### src/rtl/mem_bus_fabric_pkg.sv
// Memory bus fabric shared definitions: FSM states and default memory map.
// Slave order 0..3 is ROM, RAM, UART, OUT_PORT.
package mem_bus_fabric_pkg;

  typedef enum logic [1:0] {
    ST_IDLE = 2'd0,
    ST_WAIT = 2'd1,
    ST_RESP = 2'd2
  } state_t;

  localparam logic [31:0] ROM_BASE      = 32'h0000_0000;
  localparam logic [31:0] ROM_SIZE      = 32'h0000_1000;
  localparam logic [31:0] RAM_BASE      = 32'h0000_1000;
  localparam logic [31:0] RAM_SIZE      = 32'h0000_1000;
  localparam logic [31:0] UART_BASE     = 32'h0000_2000;
  localparam logic [31:0] UART_SIZE     = 32'h0000_0004;
  localparam logic [31:0] OUT_PORT_BASE = 32'h0000_3000;
  localparam logic [31:0] OUT_PORT_SIZE = 32'h0000_0004;

  localparam logic [127:0] DEF_SLAVE_BASE =
    {OUT_PORT_BASE, UART_BASE, RAM_BASE, ROM_BASE};
  localparam logic [127:0] DEF_SLAVE_SIZE =
    {OUT_PORT_SIZE, UART_SIZE, RAM_SIZE, ROM_SIZE};

endpackage

### src/rtl/mem_bus_fabric_decoder.sv
// Address window decoder: one-hot hit vector plus offset into the window.
// Lowest index wins on overlap; a zero-size window can never match.
module addr_window_decoder #(
  parameter int                         NUM_SLAVES = 4,
  parameter logic [NUM_SLAVES*32-1:0]   SLAVE_BASE = '0,
  parameter logic [NUM_SLAVES*32-1:0]   SLAVE_SIZE = '0
) (
  input  logic [31:0]           addr,
  output logic [NUM_SLAVES-1:0] hit,
  output logic [31:0]           offset
);

  logic [32:0] lo;
  logic [32:0] hi;

  always_comb begin
    hit    = '0;
    offset = '0;
    lo     = '0;
    hi     = '0;
    for (int i = NUM_SLAVES - 1; i >= 0; i--) begin
      lo = {1'b0, SLAVE_BASE[i*32 +: 32]};
      hi = lo + {1'b0, SLAVE_SIZE[i*32 +: 32]};
      if ({1'b0, addr} >= lo && {1'b0, addr} < hi) begin
        hit    = '0;
        hit[i] = 1'b1;
        offset = addr - lo[31:0];
      end
    end
  end

endmodule

### src/rtl/mem_bus_fabric.sv
// Single-master memory bus fabric: IDLE -> WAIT -> RESP transfer FSM.
// Optional WAIT timeout is built in with `define BUS_TIMEOUT_EN.
module mem_bus_fabric
  import mem_bus_fabric_pkg::*;
#(
  parameter int                       NUM_SLAVES     = 4,
  parameter int                       DATA_W         = 8,
  parameter logic [NUM_SLAVES*32-1:0] SLAVE_BASE     = DEF_SLAVE_BASE,
  parameter logic [NUM_SLAVES*32-1:0] SLAVE_SIZE     = DEF_SLAVE_SIZE,
  parameter int                       TIMEOUT_CYCLES = 15
) (
  input  logic                         clk,
  input  logic                         rst,
  input  logic                         m_req,
  input  logic                         m_we,
  input  logic [31:0]                  m_addr,
  input  logic [DATA_W-1:0]            m_wdata,
  output logic [DATA_W-1:0]            m_rdata,
  output logic                         m_ready,
  output logic                         m_err,
  output logic [NUM_SLAVES-1:0]        s_sel,
  output logic [31:0]                  s_addr,
  output logic                         s_we,
  output logic [DATA_W-1:0]            s_wdata,
  input  logic [NUM_SLAVES*DATA_W-1:0] s_rdata,
  input  logic [NUM_SLAVES-1:0]        s_ready
);

  state_t                state;
  logic                  we_q;
  logic [NUM_SLAVES-1:0] hit;
  logic [31:0]           offset;
  logic                  sel_rdy;
  logic [DATA_W-1:0]     sel_rdata;
  logic                  tmo;

  addr_window_decoder #(
    .NUM_SLAVES (NUM_SLAVES),
    .SLAVE_BASE (SLAVE_BASE),
    .SLAVE_SIZE (SLAVE_SIZE)
  ) u_dec (
    .addr   (m_addr),
    .hit    (hit),
    .offset (offset)
  );

  // s_sel is one-hot, so OR-ing the gated lanes is a mux
  always_comb begin
    sel_rdata = '0;
    for (int i = 0; i < NUM_SLAVES; i++) begin
      if (s_sel[i]) sel_rdata |= s_rdata[i*DATA_W +: DATA_W];
    end
  end

  assign sel_rdy = |(s_ready & s_sel);

`ifdef BUS_TIMEOUT_EN
  logic [7:0] wait_cnt;

  always_ff @(posedge clk or negedge rst) begin
    if (!rst) begin
      wait_cnt <= '0;
    end else if (state == ST_WAIT) begin
      wait_cnt <= wait_cnt + 8'd1;
    end else begin
      wait_cnt <= '0;
    end
  end

  assign tmo = (wait_cnt == 8'(TIMEOUT_CYCLES - 1));
`else
  assign tmo = 1'b0;
`endif

  always_ff @(posedge clk or negedge rst) begin
    if (!rst) begin
      state   <= ST_IDLE;
      we_q    <= 1'b0;
      s_sel   <= '0;
      s_we    <= 1'b0;
      s_addr  <= '0;
      s_wdata <= '0;
      m_ready <= 1'b0;
      m_err   <= 1'b0;
      m_rdata <= '0;
    end else begin
      unique case (state)
        ST_IDLE: begin
          m_ready <= 1'b0;
          m_err   <= 1'b0;
          m_rdata <= '0;
          if (m_req) begin
            we_q    <= m_we;
            s_addr  <= offset;
            s_wdata <= m_wdata;
            if (|hit) begin
              s_sel <= hit;
              s_we  <= m_we;
              state <= ST_WAIT;
            end else begin
              m_ready <= 1'b1;
              m_err   <= 1'b1;
              state   <= ST_RESP;
            end
          end
        end
        ST_WAIT: begin
          if (sel_rdy) begin
            s_sel   <= '0;
            s_we    <= 1'b0;
            m_ready <= 1'b1;
            m_rdata <= we_q ? '0 : sel_rdata;
            state   <= ST_RESP;
          end else if (tmo) begin
            s_sel   <= '0;
            s_we    <= 1'b0;
            m_ready <= 1'b1;
            m_err   <= 1'b1;
            m_rdata <= '0;
            state   <= ST_RESP;
          end
        end
        ST_RESP: begin
          m_ready <= 1'b0;
          m_err   <= 1'b0;
          m_rdata <= '0;
          state   <= ST_IDLE;
        end
        default: state <= ST_IDLE;
      endcase
    end
  end

endmodule
### config.mk
export PLATFORM = sky130hd
export DESIGN_NAME = mem_bus_fabric
export DESIGN_NICKNAME = d
export VERILOG_FILES = /design/src/rtl/mem_bus_fabric_pkg.sv /design/src/rtl/mem_bus_fabric_decoder.sv /design/src/rtl/mem_bus_fabric.sv
export SDC_FILE = /design/constraint.sdc
export NUM_CORES = 1
export LEC_CHECK = 0
export ABC_AREA = 1
export ABC_CLOCK_PERIOD_IN_PS = 2980
export CORE_ASPECT_RATIO = 1.5
export CORE_UTILIZATION = 25
export CTS_BUF_LIST = sky130_fd_sc_hd__clkbuf_8
export CTS_CLUSTER_DIAMETER = 120
export DETAILED_ROUTE_END_ITERATION = 10
export HOLD_SLACK_MARGIN = 0.08
export PLACE_DENSITY = 0.58
export SETUP_SLACK_MARGIN = 0.5
export SYNTH_ARGS = -nofsm -noshare
export SYNTH_HDL_FRONTEND = slang
export SYNTH_SLANG_ARGS = --single-unit
### constraint.sdc
create_clock -name clk -period 2.98 [get_ports clk]
set_input_delay 0.298 -clock clk [delete_from_list [all_inputs] [get_ports clk]]
set_output_delay 0.298 -clock clk [all_outputs]
set_load 0.03 [all_outputs]
==> results.yml <==
detailed_routing:
  wl_per_cell_um: 13.1
  drt_first_iter_violations: 146
  met1_length_mm: 3.90
  wl_met3_um: 409
  vias_per_cell: 4.38
  postRouteAntennaNets: 0
  routed.top_layer: "met4"
  drc_errors: 8
  vias: 3306
  wirelength_mm: 9.87
  dr.pass1.iters: 7
  route.met2.wl_mm: 5.23
logic_synthesis:
  async_reset_ff_share_pct: 100
  synth_top_area_share_pct: 41.5
  synth_top_cell_by_area: "dfrtp_1"
  synthMuxAreaShare_pct: 0
  synth_fp_nets: 544
  synth_edf_count: 0
  yosys-top-cells-count: "nand2_1 (179), dfrtp_1 (58), nor2_1 (42), inv_1 (40), nand3_1 (15)"
  yosys_warnings: 0
  synth_compound_area_share_pct: 3.26
  synth_top_family_by_area: "simple AND/OR/NAND/NOR gates"
  synthTopCellsByArea: "dfrtp_1 (42%), nand2_1 (19%), nor2_1 (4.5%)"
  synth.avg_cell_area_sq_um: 7.71
  ys_types: 33
  synth-seq-area-share_pct: 41.5
  yosys.cell_count.top_type: "nand2_1"
  synth-simple-area-share_pct: 43.1
  postSynthCellCount: 453
  synthesis.area_sq_mm: 0.00349
  synth-xor-area-share_pct: 0.501
  ys.flop_type: "dfrtp_1"
  synth_fa_ha_area_share_pct: 3.94
  synth-seq-cells: 58
pwr:
  power_switching_mw: 0.383
  leakagePower_nw: 2.56
  comb_power_share_pct: 10.2
  power_density_mw_per_mm2: 340
  p_clk_share_pct: 45.2
  ir_worst_vdd_mv: 0.205
  intPower_mw: 1.38
  power_frac_seq_pct: 44.6
  switching_share_pct: 21.7
global_routing:
  antenna_found_initial: 0
  grt_max_degree: 42
  grt_pass1_vias: 3398
  grt_usage_pct: 14.5
  grt_overflow: 0
  grt_pass1_wl_mm: 16.3
floorplan:
  io_pins: 135
  die_area_sq_mm: 0.0145
  start_util_pct: 25.7
  die_h_um: 147
  dieWidth_um: 98.5
  core_area_sq_mm: 0.0136
  std_cell_rows: 52
clock_tree:
  htreeDepth: 3
  tritoncts: "done"
  clk_latency_ns: 0.34
  path_clk_slew_ns: 0.07
  cts_sinks: 58
  cts-root-buf: "clkbuf_8"
  cts_resized: 0
  cts-buffers-inserted: 9
  hold_buffers: 0
  post_cts_buffers: 0
  cts_buffer_depth: 2
timing:
  fin_crit_ns: 1.99
  slew_violations: 0
  clock-skew-final_ns: 0.00489
  worst_slew_pin_slew_ns: 0.927
  setup_viol: 0
  final.period_utilization_pct: 66.7
  finalSetupTns_ns: 0
  rsz0062_at_grt: "no"
  hold_violations: 0
  relSlewSlack_pct: 38.2
  maxClockFrequency_mhz: 503
critical_path:
  required_ns: 3.19
  rr_worst_depth: 7
  reg2reg_slack_ns: 0.99
  cp.arrival_ns: 2.20
  critical_path_class: "reg -> reg"
  worstReg2RegEnd: "m_rdata[4]$_DFFE_PN0P_"
  end_kind: "register"
  path_max_fanout: 16
  critPathLaunchType: "register"
  rr_startpoint: "state[1]$_DFFE_PN0P_"
placement:
  place_hpwl_mm: 7.86
  dpl.cell_count: 739
  port_buffers: 134
  globalplace.congestion: 0.876
layout:
  area_growth_pct: 48.5
  nets: 679
  n_antenna_cell: 0
  final_layout_size_suffix_gt1_share_pct: 12.8
  fin_cells: 755
job:
  max_cap_viol_count: 0
outcome:
  violations: "design-rule violations"
  status: "finished, violations left"
min_path:
  hp-class: "in -> async"
==> worst max-delay path: stages (launching register included) <==
cell and delay [ns]:
dfrtp_1 0.42, inv_1 0.09, ha_1 0.36, inv_1 0.12, a21oi_1 0.13, nand4_1 0.27, o21ai_2 0.33, o21ai_0 0.14
==> worst max-delay path by stage <==
stage / end / slack, ns / startpoint / cells after the start
6_report: m_rdata[4]$_DFFE_PN0P_ / 0.99 / state[1]$_DFFE_PN0P_ / 7
5_1_grt: m_rdata[1]$_DFFE_PN0P_ / 0.76 / state[1]$_DFFE_PN0P_ / 8
4_1_cts: s_sel[0] / 0.96 / s_sel[0]$_DFFE_PN0P_ / 1
3_5_place_dp: s_addr[15]$_DFFE_PN0P_ / 0.67 / m_addr[13] / 12
3_3_place_gp: s_addr[29]$_DFFE_PN0P_ / 0.82 / m_addr[13] / 12
2_1_floorplan: s_we$_DFFE_PN0P_ / 1.36 / state[1]$_DFFE_PN0P_ / 11
==> metal layers <==
layer | GRT usage, % | vias to the layer above
li1 | - | 1674
met1 | 15.1 | 1515
met2 | 27.3 | 96
met3 | 2.95 | 21
met4 | 7.31 | 0
met5 | 0 | -
==> power groups by stage <==
| stage | sequential (mW) | combinational (mW) | clock [mW] |
|---|---|---|---|
| final | 0.787 | 0.180 | 0.797 |
| after global routing | 0.786 | 0.197 | 0.865 |
| after CTS | 0.787 | 0.184 | 0.823 |
| after detailed placement | 0.802 | 0.182 | 0 |
| after global placement | 0.802 | 0.180 | 0 |
| after floorplan | 0.802 | 0.0412 | 0 |
==> flip-flops by register name, summed over array words and instances (netlist names) <==
| register | cells |
|---|---|
| m_err | 1 |
| state | 2 |
| s_addr | 32 |
| m_rdata | 8 |
| we_q | 1 |
| s_wdata | 8 |
| s_sel | 4 |
| m_ready | 1 |
| s_we | 1 |
==> cell usage in the layout, fill, tap and decap left out, drive strengths merged <==
| cell type | n |
|---|---|
| o21ai | 13 |
| bufinv | 2 |
| xor2 | 2 |
| clkinv | 4 |
| clkinvlp | 1 |
| nand2 | 194 |
| a21oi | 6 |
| nand4 | 13 |
| nand3 | 32 |
| nor2 | 55 |
| dfrtp | 58 |
| nor3 | 4 |
| clkdlybuf4s50 | 133 |
| inv | 47 |
| or2 | 1 |
| a21o | 1 |
| clkbuf | 10 |
| buf | 4 |
| o21bai | 1 |
| ha | 11 |
| nand3b | 1 |
==> layout make-up <==
type                    instances  area [sq um]
clock buffers                  10           138
clock inverters                 6          81.3
fillers                      1426          8410
inverters                      48           181
multi-input cells             334          1780
flip-flops and latches         58          1450
well taps                     162           203
repair buffers                137          1360
==> logic make-up (layout without fill, tap and decap cells) <==
| group | Yosys count | after routing |
|---|---|---|
| DFF | 58 | 58 |
| xor gates and xnor gates | 2 | 2 |
| and+or+nand+nor | 300 | 300 |
| adders and majority gates | 11 | 11 |
| AOI/OAI and AO/OA | 21 | 21 |
| buffers and inverters | 61 | 201 |
==> stage by stage <==
step           total power [mW]  util [%]  hold slack [ns]  cell area (sq um)  setup slack (ns)
6_report                   1.76      38.2           0.0832               5190             0.991
5_1_grt                    1.85      38.2            0.165               5190             0.755
4_1_cts                    1.79      38.2            0.125               5190             0.957
3_5_place_dp              0.984      36.5            0.464               4970             0.666
3_3_place_gp              0.982      36.5            0.461               4970             0.818
2_1_floorplan             0.843         -          0.00241               3490              1.36
Power figures use the tool's default switching activity.
